`config.mk`:
```
export PLATFORM = sky130hd
export DESIGN_NAME = scan_controller
export DESIGN_NICKNAME = d
export VERILOG_FILES = /design/src/rtl/scan_pkg.sv /design/src/rtl/scan_controller_counter.sv /design/src/rtl/scan_controller.sv
export SDC_FILE = /design/constraint.sdc
export NUM_CORES = 1
export LEC_CHECK = 0
export BUFFER_PORTS_ARGS = -buffer_cell sky130_fd_sc_hd__buf_2
export CORE_UTILIZATION = 57
export DETAILED_ROUTE_END_ITERATION = 10
export PLACE_DENSITY = 0.9
export SYNTH_ARGS = -nofsm -noshare
export SYNTH_HDL_FRONTEND = slang
export SYNTH_SLANG_ARGS = --single-unit
```
`constraint.sdc`:
```
create_clock -name clk -period 2.45 [get_ports clk]
set_clock_uncertainty 0.05 [all_clocks]
set_input_delay 0.245 -clock clk [delete_from_list [all_inputs] [get_ports clk]]
set_output_delay 0.245 -clock clk [all_outputs]
set_load 0.01 [all_outputs]
```
`src/rtl/scan_pkg.sv`:
```
// Shared definitions for the raster scan controller.
// The state encoding is kept here so the controller and any future
// monitors agree on the same IDLE/SCAN/DONE values.
package scan_pkg;

    typedef enum logic [1:0] {
        IDLE = 2'd0,
        SCAN = 2'd1,
        DONE = 2'd2
    } scan_state_e;

endpackage

```
`src/rtl/scan_controller_counter.sv`:
```
// Wrapping index counter used for the row and column coordinates.
// Counts up or down on enable; wraps at the runtime limit (or at zero
// when counting down). manual_rst synchronously returns the count to 0
// and wins over enable.
module scan_controller_counter #(
    parameter int WIDTH = 6
) (
    input  logic             clk,
    input  logic             rst,
    input  logic             enable,
    input  logic             count_up,
    input  logic             manual_rst,
    input  logic [WIDTH-1:0] limit,
    output logic [WIDTH-1:0] count,
    output logic             at_limit
);

    // Wrap point: the limit when counting up, zero when counting down
    always_comb begin
        at_limit = count_up ? (count == limit) : (count == '0);
    end

    // Count register with synchronous clear and wrap-around
    always_ff @(posedge clk or posedge rst) begin
        if (rst) begin
            count <= '0;
        end else if (manual_rst) begin
            count <= '0;
        end else if (enable) begin
            if (count_up) begin
                count <= at_limit ? '0 : count + 1'b1;
            end else begin
                count <= at_limit ? limit : count - 1'b1;
            end
        end
    end

endmodule

```
`src/rtl/scan_controller.sv`:
```
// Row-major raster scan controller with a valid/ready coordinate stream.
// Optional feature: define SCAN_CONTROLLER_ABORT_EN to add an abort input
// that returns the controller to IDLE without a done pulse.
module scan_controller
    import scan_pkg::*;
#(
    parameter int COUNTER_WIDTH = 6
) (
    input  logic                     clk,
    input  logic                     rst,
    input  logic                     start,
    input  logic [COUNTER_WIDTH-1:0] max_row,
    input  logic [COUNTER_WIDTH-1:0] max_col,
    input  logic                     out_ready,
`ifdef SCAN_CONTROLLER_ABORT_EN
    input  logic                     abort,
`endif
    output logic                     out_valid,
    output logic [COUNTER_WIDTH-1:0] out_row,
    output logic [COUNTER_WIDTH-1:0] out_col,
    output logic                     out_last,
    output logic                     busy,
    output logic                     done
);

    scan_state_e              state;
    logic [COUNTER_WIDTH-1:0] bound_row;
    logic [COUNTER_WIDTH-1:0] bound_col;
    logic [COUNTER_WIDTH-1:0] row;
    logic [COUNTER_WIDTH-1:0] col;
    logic                     row_wrap;
    logic                     col_wrap;
    logic                     start_accept;
    logic                     abort_hit;
    logic                     in_scan;
    logic                     transfer;
    logic                     last_coord;

`ifdef SCAN_CONTROLLER_ABORT_EN
    assign abort_hit = abort && (state != IDLE);
`else
    assign abort_hit = 1'b0;
`endif

    // Handshake and position decode; abort suppresses a same-cycle transfer
    always_comb begin
        start_accept = (state == IDLE) && start;
        in_scan      = (state == SCAN);
        transfer     = in_scan && out_ready && !abort_hit;
        last_coord   = in_scan && (row == bound_row) && (col == bound_col);
    end

    // Coordinates read as zero outside SCAN, hiding stale counter values
    always_comb begin
        out_row  = in_scan ? row : '0;
        out_col  = in_scan ? col : '0;
        out_last = last_coord;
    end

    scan_controller_counter #(
        .WIDTH(COUNTER_WIDTH)
    ) u_col_counter (
        .clk       (clk),
        .rst       (rst),
        .enable    (transfer),
        .count_up  (1'b1),
        .manual_rst(start_accept),
        .limit     (bound_col),
        .count     (col),
        .at_limit  (col_wrap)
    );

    scan_controller_counter #(
        .WIDTH(COUNTER_WIDTH)
    ) u_row_counter (
        .clk       (clk),
        .rst       (rst),
        .enable    (transfer && col_wrap),
        .count_up  (1'b1),
        .manual_rst(start_accept),
        .limit     (bound_row),
        .count     (row),
        .at_limit  (row_wrap)
    );

    // Control FSM with registered valid/busy/done and bounds latched on start
    always_ff @(posedge clk or posedge rst) begin
        if (rst) begin
            state     <= IDLE;
            bound_row <= '0;
            bound_col <= '0;
            out_valid <= 1'b0;
            busy      <= 1'b0;
            done      <= 1'b0;
        end else begin
            case (state)
                IDLE: begin
                    done <= 1'b0;
                    if (start) begin
                        state     <= SCAN;
                        bound_row <= max_row;
                        bound_col <= max_col;
                        out_valid <= 1'b1;
                        busy      <= 1'b1;
                    end
                end
                SCAN: begin
                    if (abort_hit) begin
                        state     <= IDLE;
                        out_valid <= 1'b0;
                        busy      <= 1'b0;
                    end else if (transfer && last_coord) begin
                        state     <= DONE;
                        out_valid <= 1'b0;
                        done      <= 1'b1;
                    end
                end
                DONE: begin
                    state     <= IDLE;
                    out_valid <= 1'b0;
                    busy      <= 1'b0;
                    done      <= 1'b0;
                end
                default: begin
                    state     <= IDLE;
                    out_valid <= 1'b0;
                    busy      <= 1'b0;
                    done      <= 1'b0;
                end
            endcase
        end
    end

    // The row wrap flag is only needed inside the counter itself
    logic unused_row_wrap;
    assign unused_row_wrap = row_wrap;

endmodule

```
==> results.md <==
* Outcome: finished, violations left
* Failing checks: DRC
* Synthesis-to-finish area growth at 16.7%
* Vias in the first global route at 1207
* Hold path endpoint: bound_col[0]
* RSZ-0062 raised after global routing: no
* Worst path cell trace: xnor2_1, nand4_2, nor2_1, nand2_1, nor2_1, buf_2
* Area of the multi-input gates at 744 um^2
* Worst reg2reg setup slack at 0.57 ns
* Layout cell share with drive strength beyond 1 at 0.232
* Final period utilization at 0.878
* Final Max Slew Viols at 0
* Worst-path clk slew at 0.15 ns
* Number of synthesized register bits at 28
* Commonest non-fill, non-tap cell in the layout: nand2_1
* Fillers at 204
* Met3 Usage GRT at 0.0489
* Vias per std cell at 5.38
* Met1 usage at 0.347
* I/O pin total at 32
* DIE WIDTH at 53 um
* Nets at 217
* Synthesized area at 1480 um^2
* Pleak at 0.870 nW
* Routed WL at 3110 um
* Worst Setup SP: u_col_counter.count[1]
* Storage cell area at 701 um^2
* CP most frequent cell: nor2_1
* Minimum clock period at 2.15 ns
* Total of max-cap violations at 0
* Max VDD drop at 0.000837 V
* Power Density at 1250 nW/um^2
* Hold_sp: max_col[0]
* Tot GR Track Use at 0.261
* Core Region at 2480 um^2
* Setup violators final at 0
* Largest net degree at the start of global routing at 29
* Resized cells post-CTS at 0
* Synth Warn # at 0
* Clock insertion delay at the later pin of the skew report at 0.33 ns
* TritonCTS Buffers at 3
* Largest delay share family, worst path: simple AND/OR/NAND/NOR gates
* Worst Path Arrival at 1.86 ns
* Vias at 1227
* Mean Syn Cell Area at 9.04 um^2
* GRT busiest layer: met2
* Syn Inst Count at 164
* Max stage delay on crit path at 0.47 ns
* Synth Net Count at 182
* CTS root buf: clkbuf_4
* Die ar. at 2810 um^2
* First-pass GRT wire length at 5310 um
* Critical Path RT at 2.15 ns
* Worst R2R Start: state[1]
* Most frequent cells in the layout: 45 x nand2_1, 31 x buf_2, 28 x dfrtp_1
* Worst flop-to-flop path endpoint: u_row_counter.count[4]
* Gp weighted congestion at 0.892
* Clk sinks at 28
* Total power at 2.16 mW
* Min-delay worst type: in2reg
* WP buf/inv at 1
* CTS tree: yes
* Grt met2 use at 0.411
* Total grt overflow at 0
* Initial drt markers at 51
* Crit path max fanout at 4
* Antenna violations before repair at 0
* Post-CTS setup buffer count at 0
* Setup total negative slack at 0 ns
* Die Y at 53 um
* Crit. End Element: output port
* Tightest Pin Transition at 0.588 ns
* Hold Fails Final Rpt at 0
* DRT Pass-1 Iters at 7
* DR DRC count at 1
* Area leader, netlist: dfrtp_1
* Detailed Place HPWL at 2400 um
* Largest cells by area after synthesis: dfrtp_1 47%, nand2_1 11%, xnor2_1 8.3%, nor2_1 4.3%, and2_1 3.8%
* ANT nets after route at 0
* Wirelength per Cell at 13.6 um
* Clk buf depth at 2
* Starting density of the core at 0.598
* Synth cell types at 34
* Sequential fraction of the synthesis area at 0.473
* F_max at 465 MHz
* Area fraction of the dominant cell type after synthesis at 0.473
* Worst setup path category: reg2out
* FF-to-FF path depth at 5
* Buffers on Ports at 31
* H-tree depth at 1
* Rel. slew slack at 0.607
* Worst path slowest cell: dfrtp_1
* Site row count at 18
* Worst Hold Depth at 3
* Ant. Diodes at 0
* CP Launch Type: register
## metal layers
metal,vias to the layer above,share of wire
li1,609,-
met3,8,0.058
met1,558,0.44
met2,52,0.48
met4,0,0.020
met5,-,0
## worst min-delay path: cells and delay by family
family | cells | cell delay, ns
and+or+nand+nor | 2 | 0.08
buffers and inverters | 1 | 0.07
## cells by family (layout without fill, tap and decap cells)
logic type,after synthesis,after routing,share of synthesized area
and+or+nand+nor,95,95,0.299
DFF,28,28,0.473
xor gates and xnor gates,17,17,0.100
AOI/OAI and AO/OA,12,12,0.0726
buffers and inverters,8,42,0.0253
adders and majority gates,2,2,0.0169
muxes,2,2,0.0135
## how the worst max path moves through the flow
stage	cells past startpoint	slack (ns)	to
final	6	0.30	out_last
after global placement	5	0.69	u_row_counter.count[5]
after detailed placement	5	0.61	u_row_counter.count[4]
after CTS	6	0.31	out_last
after global routing	6	0.21	out_last
after floorplan	5	0.90	u_row_counter.count[4]
## area by class of cell
class | instances | area share
Inverter | 4 | 0.00868
Clock inverter | 1 | 0.0174
Clock buffer | 3 | 0.0130
Sequential cell | 28 | 0.405
Tap cell | 30 | 0.0217
Timing Repair Buffer | 34 | 0.104
Multi-Input combinational cell | 128 | 0.430
## per-stage QoR
stage	cell area [um^2]	util	setup slack [ns]	instances	hold slack, ns
finish	1730	0.698	0.300	228	0.0372
global route	1730	0.698	0.214	228	0.0279
CTS	1730	0.698	0.311	228	0.0363
detailed placement	1670	0.673	0.606	223	0.272
global placement	1670	0.673	0.695	223	0.264
floorplan	1480	-	0.902	164	0.260
## synth_stat cells (all sizes together)
| cell type | n |
|---|---|
| a21o | 1 |
| a21oi | 1 |
| a221o | 2 |
| a22o | 1 |
| and2 | 12 |
| and3 | 4 |
| buf | 1 |
| clkbuf | 3 |
| dfrtp | 28 |
| ha | 2 |
| inv | 4 |
| mux2i | 2 |
| nand2 | 45 |
| nand3 | 8 |
| nand4 | 3 |
| nor2 | 17 |
| nor2b | 1 |
| nor3 | 1 |
| nor4 | 1 |
| o21a | 1 |
| o21ai | 2 |
| o22ai | 2 |
| o31a | 1 |
| o31ai | 1 |
| or2 | 1 |
| or2b | 2 |
| xnor2 | 14 |
| xor2 | 3 |
## registers in the layout, summed over array words and instances, names as in the netlist
register / flops
u_col_counter.count: 6
u_row_counter.count: 6
state: 2
bound_row: 6
bound_col: 6
busy: 1
done: 1
## power by group
part	switching (mW)	internal [mW]
clock network	0.137	0.166
logic	0.553	0.473
registers	0.195	0.640
## repair_timing
action	4_1_cts	5_1_grt
endpoints found under the setup margin	0	0
hold buffers	1	0
endpoints found under the hold margin	28	0
(Power assumes the default switching activity.)
